### config.mk
export PLATFORM = sky130hd
export DESIGN_NAME = button_conditioner_flat
export DESIGN_NICKNAME = d
export VERILOG_FILES = /design/src/rtl/button_conditioner_if.sv /design/src/rtl/button_conditioner.sv /design/src/flat_wrapper.sv
export SDC_FILE = /design/constraint.sdc
export NUM_CORES = 1
export LEC_CHECK = 0
export CAP_MARGIN = 20
export CORE_ASPECT_RATIO = 2
export CORE_MARGIN = 2
export CORE_UTILIZATION = 55
export CTS_CLUSTER_DIAMETER = 200
export DETAILED_ROUTE_END_ITERATION = 8
export GPL_TIMING_DRIVEN = 0
export PLACE_DENSITY = 0.73
export SLEW_MARGIN = 5
export SYNTH_ARGS = -nofsm -noshare
export SYNTH_HDL_FRONTEND = slang
export SYNTH_SLANG_ARGS = --single-unit
### constraint.sdc
create_clock -name clk -period 4.1 [get_ports clk]
set_input_delay 0.615 -clock clk [delete_from_list [all_inputs] [get_ports clk]]
set_output_delay 0.615 -clock clk [all_outputs]
set_load 0.01 [all_outputs]
### src/rtl/button_conditioner_if.sv
// Button conditioner bus: raw inputs and tick strobe in, clean levels and pulses out.
// The master side is the conditioner itself; the slave side is whoever drives the
// raw pins and consumes the conditioned outputs.
interface button_conditioner_if #(
    parameter int unsigned N_BTN = 4
);
    logic             tick_en;
    logic [N_BTN-1:0] btn_raw;
    logic [N_BTN-1:0] btn_level;
    logic [N_BTN-1:0] btn_press;
    logic [N_BTN-1:0] btn_release;
    logic [N_BTN-1:0] btn_repeat;

    modport master (
        input  tick_en,
        input  btn_raw,
        output btn_level,
        output btn_press,
        output btn_release,
        output btn_repeat
    );

    modport slave (
        output tick_en,
        output btn_raw,
        input  btn_level,
        input  btn_press,
        input  btn_release,
        input  btn_repeat
    );
endinterface

### src/rtl/button_conditioner.sv
// Per-channel button conditioning: 2-flop synchronizer, tick-gated debounce,
// press/release edge pulses and hold-to-auto-repeat. All outputs are registered
// and every channel has its own counters.
module button_conditioner #(
    parameter int unsigned N_BTN      = 4,
    parameter int unsigned DB_CYCLES  = 255,
    parameter int unsigned RPT_DELAY  = 1024,
    parameter int unsigned RPT_PERIOD = 256
) (
    input logic                 clk,
    input logic                 rst,
    button_conditioner_if.master bus
);
    localparam int unsigned DW      = $clog2(DB_CYCLES + 1);
    localparam int unsigned RPT_MAX = (RPT_DELAY > RPT_PERIOD) ? RPT_DELAY : RPT_PERIOD;
    localparam int unsigned RW      = $clog2(RPT_MAX + 1);
    localparam bit          RPT_EN  = (RPT_DELAY != 0);

    localparam logic [DW-1:0] DB_LAST    = DW'(DB_CYCLES - 1);
    // With auto-repeat disabled the FSM never leaves idle, so this value is unused.
    localparam logic [RW-1:0] DELAY_LAST = RW'(RPT_EN ? RPT_DELAY - 1 : 0);
    localparam logic [RW-1:0] PER_LAST   = RW'(RPT_PERIOD - 1);

    typedef enum logic [1:0] {
        StIdle,
        StDelay,
        StRepeat
    } rpt_state_e;

    logic [N_BTN-1:0] sync1_q, sync2_q;
    logic [N_BTN-1:0] level_q, level_d;
    logic [N_BTN-1:0] press_q, press_d;
    logic [N_BTN-1:0] release_q, release_d;
    logic [N_BTN-1:0] repeat_q, repeat_d;
    logic [N_BTN-1:0] rise, fall;

    logic [DW-1:0] db_cnt_q  [N_BTN];
    logic [DW-1:0] db_cnt_d  [N_BTN];
    logic [RW-1:0] rpt_cnt_q [N_BTN];
    logic [RW-1:0] rpt_cnt_d [N_BTN];
    rpt_state_e    state_q   [N_BTN];
    rpt_state_e    state_d   [N_BTN];

    // Synchronize raw inputs into the clock domain.
    always_ff @(posedge clk or posedge rst) begin
        if (rst) begin
            sync1_q <= '0;
            sync2_q <= '0;
        end else begin
            sync1_q <= bus.btn_raw;
            sync2_q <= sync1_q;
        end
    end

    // Debounce: count consecutive mismatching ticks; any agreement restarts the count.
    always_comb begin
        level_d = level_q;
        rise    = '0;
        fall    = '0;
        for (int i = 0; i < N_BTN; i++) begin
            db_cnt_d[i] = db_cnt_q[i];
            if (sync2_q[i] == level_q[i]) begin
                db_cnt_d[i] = '0;
            end else if (bus.tick_en) begin
                if (db_cnt_q[i] == DB_LAST) begin
                    level_d[i]  = ~level_q[i];
                    db_cnt_d[i] = '0;
                    rise[i]     = ~level_q[i];
                    fall[i]     = level_q[i];
                end else begin
                    db_cnt_d[i] = db_cnt_q[i] + DW'(1);
                end
            end
        end
        press_d   = rise;
        release_d = fall;
    end

    // Auto-repeat next state: initial delay, then periodic pulses until release.
    always_comb begin
        repeat_d = '0;
        for (int i = 0; i < N_BTN; i++) begin
            state_d[i]   = state_q[i];
            rpt_cnt_d[i] = rpt_cnt_q[i];
            if (fall[i]) begin
                // Release wins over a coincident terminal count.
                state_d[i]   = StIdle;
                rpt_cnt_d[i] = '0;
            end else begin
                unique case (state_q[i])
                    StIdle: begin
                        if (rise[i] && RPT_EN) begin
                            state_d[i]   = StDelay;
                            rpt_cnt_d[i] = '0;
                        end
                    end
                    StDelay: begin
                        if (bus.tick_en) begin
                            if (rpt_cnt_q[i] == DELAY_LAST) begin
                                repeat_d[i]  = 1'b1;
                                rpt_cnt_d[i] = '0;
                                state_d[i]   = StRepeat;
                            end else begin
                                rpt_cnt_d[i] = rpt_cnt_q[i] + RW'(1);
                            end
                        end
                    end
                    StRepeat: begin
                        if (bus.tick_en) begin
                            if (rpt_cnt_q[i] == PER_LAST) begin
                                repeat_d[i]  = 1'b1;
                                rpt_cnt_d[i] = '0;
                            end else begin
                                rpt_cnt_d[i] = rpt_cnt_q[i] + RW'(1);
                            end
                        end
                    end
                    default: begin
                        state_d[i]   = StIdle;
                        rpt_cnt_d[i] = '0;
                    end
                endcase
            end
        end
    end

    // Register debounce, repeat FSM and all outputs.
    always_ff @(posedge clk or posedge rst) begin
        if (rst) begin
            level_q   <= '0;
            press_q   <= '0;
            release_q <= '0;
            repeat_q  <= '0;
            for (int i = 0; i < N_BTN; i++) begin
                db_cnt_q[i]  <= '0;
                rpt_cnt_q[i] <= '0;
                state_q[i]   <= StIdle;
            end
        end else begin
            level_q   <= level_d;
            press_q   <= press_d;
            release_q <= release_d;
            repeat_q  <= repeat_d;
            for (int i = 0; i < N_BTN; i++) begin
                db_cnt_q[i]  <= db_cnt_d[i];
                rpt_cnt_q[i] <= rpt_cnt_d[i];
                state_q[i]   <= state_d[i];
            end
        end
    end

    assign bus.btn_level   = level_q;
    assign bus.btn_press   = press_q;
    assign bus.btn_release = release_q;
    assign bus.btn_repeat  = repeat_q;
endmodule
### src/flat_wrapper.sv
// flat-port wrapper written by rule: the top's interface ports become plain ports
module button_conditioner_flat 
#(
    parameter int unsigned N_BTN      = 4,
    parameter int unsigned DB_CYCLES  = 255,
    parameter int unsigned RPT_DELAY  = 1024,
    parameter int unsigned RPT_PERIOD = 256
)
  (clk, rst, bus_tick_en, bus_btn_raw, bus_btn_level, bus_btn_press, bus_btn_release, bus_btn_repeat);
  button_conditioner_if #(.N_BTN(N_BTN)) bus_i ();
  input logic clk;
  input logic rst;
  input wire logic [$bits(bus_i.tick_en)-1:0] bus_tick_en;
  input wire logic [$bits(bus_i.btn_raw)-1:0] bus_btn_raw;
  output wire logic [$bits(bus_i.btn_level)-1:0] bus_btn_level;
  output wire logic [$bits(bus_i.btn_press)-1:0] bus_btn_press;
  output wire logic [$bits(bus_i.btn_release)-1:0] bus_btn_release;
  output wire logic [$bits(bus_i.btn_repeat)-1:0] bus_btn_repeat;
  assign bus_i.tick_en = bus_tick_en;
  assign bus_i.btn_raw = bus_btn_raw;
  assign bus_btn_level = bus_i.btn_level;
  assign bus_btn_press = bus_i.btn_press;
  assign bus_btn_release = bus_i.btn_release;
  assign bus_btn_repeat = bus_i.btn_repeat;
  button_conditioner #(.N_BTN(N_BTN), .DB_CYCLES(DB_CYCLES), .RPT_DELAY(RPT_DELAY), .RPT_PERIOD(RPT_PERIOD)) u_core (.clk(clk), .rst(rst), .bus(bus_i));
endmodule
==> impl_metrics.csv <==
group,metric,value,unit
clock_network,clk_pin_slew_worst_paths,0.08,ns
synthesis,yosys.area_share.simple,21.9,%
critical_path,reg2reg_to,"u_core.rpt_cnt_q[5]",
power_and_ir_drop,power_density,335,nW/µm²
floorplanning,initial_core_util,56.5,%
place,gp_congestion,0.842,
critical_path,critPathBufInv,1,
routing,top_layer_used,"met4",
grt,grt_pass1_wl,21600,µm
clock_network,cts_tree,"done",
clock_network,htree_num_levels,3,
floorplanning,die_h,151,µm
clock_network,clock_tree.buffer_depth,2,
min_path,worstHoldStart,"u_core.sync1_q[0]",
synthesis,synth.top_cell.area_share,45.3,%
critical_path,worst_ep_arrival_time,2.80,ns
sta,worst_clock_skew,0.0111,ns
critical_path,cp_slowest_cell,"a211oi_1",
floorplanning,rows,53,
synthesis,async_flop_share,100,%
grt,grt_usage,22.7,%
synthesis,synth_fa_ha_area_share,5.88,%
synthesis,ys_seq_area_share,45.3,%
outcome,status,"finished clean",
synthesis,synth_top_family_by_area,"simple AND/OR/NAND/NOR gates",
final_layout,final_common_cell,"dfrtp_1",
clock_network,clock_latency,0.36,ns
final_layout,fin_cells,798,
sta,setup_viol,0,
routing,wl_met3,377,µm
synthesis,synth_nets,658,
routing,met1Wirelength,4920,µm
final_layout,n_antenna_cell,0,
clock_network,post_cts_resized,0,
routing,wl,12500,µm
grt,antenna_found_initial,0,
final_layout,area_growth,11.7,%
critical_path,cp_max_fo,8,
synthesis,yosysWarnings,0,
routing,firstDrtPassIters,7,
synthesis,synth_compound_area_share,19.8,%
critical_path,cp.depth,7,
power_and_ir_drop,total_leakage_power,2.89,nW
clock_network,ctsHoldBuffers,0,
synthesis,synth_area_leaders,"dfrtp_1, ha_1, o21ai_0",
clock_network,clock_sinks,108,
synthesis,yosysUniqueCellTypes,64,
synthesis,ys.flop_type,"dfrtp_1",
critical_path,crit_family,"compound AO/OA/AOI/OAI gates",
power_and_ir_drop,worst_ir_drop_vdd,241,µV
place,port_buffers,21,
final_layout,final_cell_mix,"dfrtp_1, o21ai_0, nand2_1, nor2_1, nand3_1",
sta,maxSlewHeadroom,38.5,%
synthesis,syn_area,5960,µm²
synthesis,synth_top_cell_by_area,"dfrtp_1",
sta,rsz0062_at_grt,"false",
routing,drc,0,
clock_network,post-cts-setup-buffers,0,
place,dp.cells,782,
routing,drt-initial-drc-count,239,
synthesis,synthMuxAreaShare,1.74,%
sta,tightest_slew,0.917,ns
grt,grt_overflow,0,
critical_path,worstSetupPathType,"flip-flop to flip-flop",
sta,finalSetupTns,0,ns
final_layout,drive_above_1_share,7.72,%
clock_network,cts-root-buf,"clkbuf_16",
sta,slew_viol_final,0,
critical_path,critPathCaptureType,"flip-flop",
critical_path,reg2reg_from,"u_core.rpt_cnt_q[0]",
routing,wl_met2,6960,µm
sta,fmax,392,MHz
critical_path,cp-start-kind,"flip-flop",
grt,grt_max_degree,58,
clock_network,numCtsBuffers,9,
sta,fin_crit_sh,62.2,%
sta,period_needed,2.55,ns
min_path,hold_path.class,"flip-flop to flip-flop",
critical_path,required,4.36,ns
floorplanning,io-pin-count,23,
synthesis,avgSynthCellArea,9.57,µm²
critical_path,max_stage_delay,0.79,ns
critical_path,worst_r2r_path_depth,7,
synthesis,synth_xor_area_share,2.20,%
floorplanning,die_x,77.6,µm
sta,hold_viol_final,0,
min_path,min_path_cells,0,
synthesis,synth_edf_count,0,
synthesis,synth_seq_cells,108,
job,drv_cap,0,
grt,grt_pass1_vias,4843,
critical_path,crit_chain,"ha_1 -> nand4_1 -> o31ai_1 -> a211oi_1 -> nand2b_1 -> buf_2 -> o311ai_1",
critical_path,regToRegSetupSlack,1.55,ns
routing,wl_per_cell,15.7,µm
min_path,hold_path_end,"u_core.sync2_q[0]",
final_layout,nets,691,
routing,routed-via-count,4884,
floorplanning,core,10500,µm²
place,place_hpwl,8850,µm
floorplanning,fp.dieArea,11700,µm²
routing,final_antenna_net_count,0,
routing,via_per_inst,6.12,
synthesis,syn_inst,623,
-- metrics by stage --
| stage | setup slack, ns | area [µm²] | util, % | total power (W) | hold WS (ns) |
|---|---|---|---|---|---|
| after floorplan | 0.639 | 5960 | - | 0.00133 | 0.331 |
| after global placement | -0.885 | 6340 | 60.1 | 0.00139 | 0.334 |
| after detailed placement | 1.53 | 6370 | 60.4 | 0.00141 | 0.340 |
| after CTS | 1.57 | 6660 | 63.1 | 0.00225 | 0.357 |
| after global routing | 1.34 | 6660 | 63.1 | 0.00234 | 0.357 |
| final | 1.55 | 6660 | 63.1 | 0.00223 | 0.354 |
-- cell usage after synthesis (2+ instances only) --
master	instances
xor2_1	5
clkbuf_1	8
nor2_1	61
mux2_2	2
dfrtp_1	108
o41ai_2	2
a21o_1	13
inv_1	20
a221o_1	7
nor4bb_1	2
buf_6	3
o311ai_1	2
or4_4	2
ha_1	28
o211ai_1	4
a22o_1	16
nand4_1	7
and2_1	5
o31ai_1	22
buf_2	7
nand3b_1	3
o41ai_1	9
nand3_1	33
nor3_1	16
nand2_1	61
o21a_1	3
or3_1	2
or2_2	6
o21a_2	2
a31oi_1	6
mux2i_1	7
a21oi_1	8
nor4b_1	2
o21ai_0	64
nor2b_1	9
xnor2_1	10
and4_1	5
and3_1	14
or4_1	3
nand2b_1	9
nor4_1	4
-- metal layers --
layer,vias up,track usage [%]
met1,2414,24.9
li1,2355,-
met2,93,41.8
met4,0,10.2
met3,22,4.35
met5,-,0
-- power breakdown --
part | internal (W) | total [W] | leakage [nW] | switching, W
sequential | 0.00109 | 0.00112 | 1.47 | 0.0000287
combinational | 0.0000956 | 0.000271 | 1.28 | 0.000175
clock | 0.000422 | 0.000842 | 0.134 | 0.000420
total | 0.00161 | 0.00223 | 2.89 | 0.000624
-- how the worst max path moves through the flow --
stage | startpoint | end | slack [ns]
floorplan | rst | u_core.bus.btn_level[0] | 0.64
global placement | rst | u_core.db_cnt_q[27] | -0.88
detailed placement | bus_tick_en | u_core.rpt_cnt_q[5] | 1.53
CTS | u_core.rpt_cnt_q[22] | u_core.rpt_cnt_q[27] | 1.57
global route | u_core.rpt_cnt_q[0] | u_core.rpt_cnt_q[5] | 1.34
finish | u_core.rpt_cnt_q[0] | u_core.rpt_cnt_q[5] | 1.55
-- sequential cells by signal, summed over array words and instances, names as in the netlist --
name                    cells
u_core.db_cnt_q            32
u_core.bus.btn_level        4
u_core.bus.btn_release      4
u_core.bus.btn_repeat       4
u_core.sync1_q              4
u_core.bus.btn_press        4
u_core.rpt_cnt_q           44
u_core.state_q              8
u_core.sync2_q              4
-- kinds of logic after synthesis --
group | Yosys count
flip-flops | 108
XOR/XNOR | 15
buffers and inverters | 41
adder cells (fa/ha/maj) | 28
multiplexers | 10
AND/OR/NAND/NOR | 252
AO/OA/AOI/OAI | 169
-- layout make-up --
class | instances | area, µm²
fillers | 837 | 3890
multi-input cells | 474 | 3070
flip-flops and latches | 108 | 2700
repair buffers | 22 | 238
clock buffers | 9 | 225
well taps | 137 | 171
plain buffers | 20 | 111
inverters | 21 | 81.3
clock inverters | 7 | 61.3
Power figures use the tool's default switching activity.
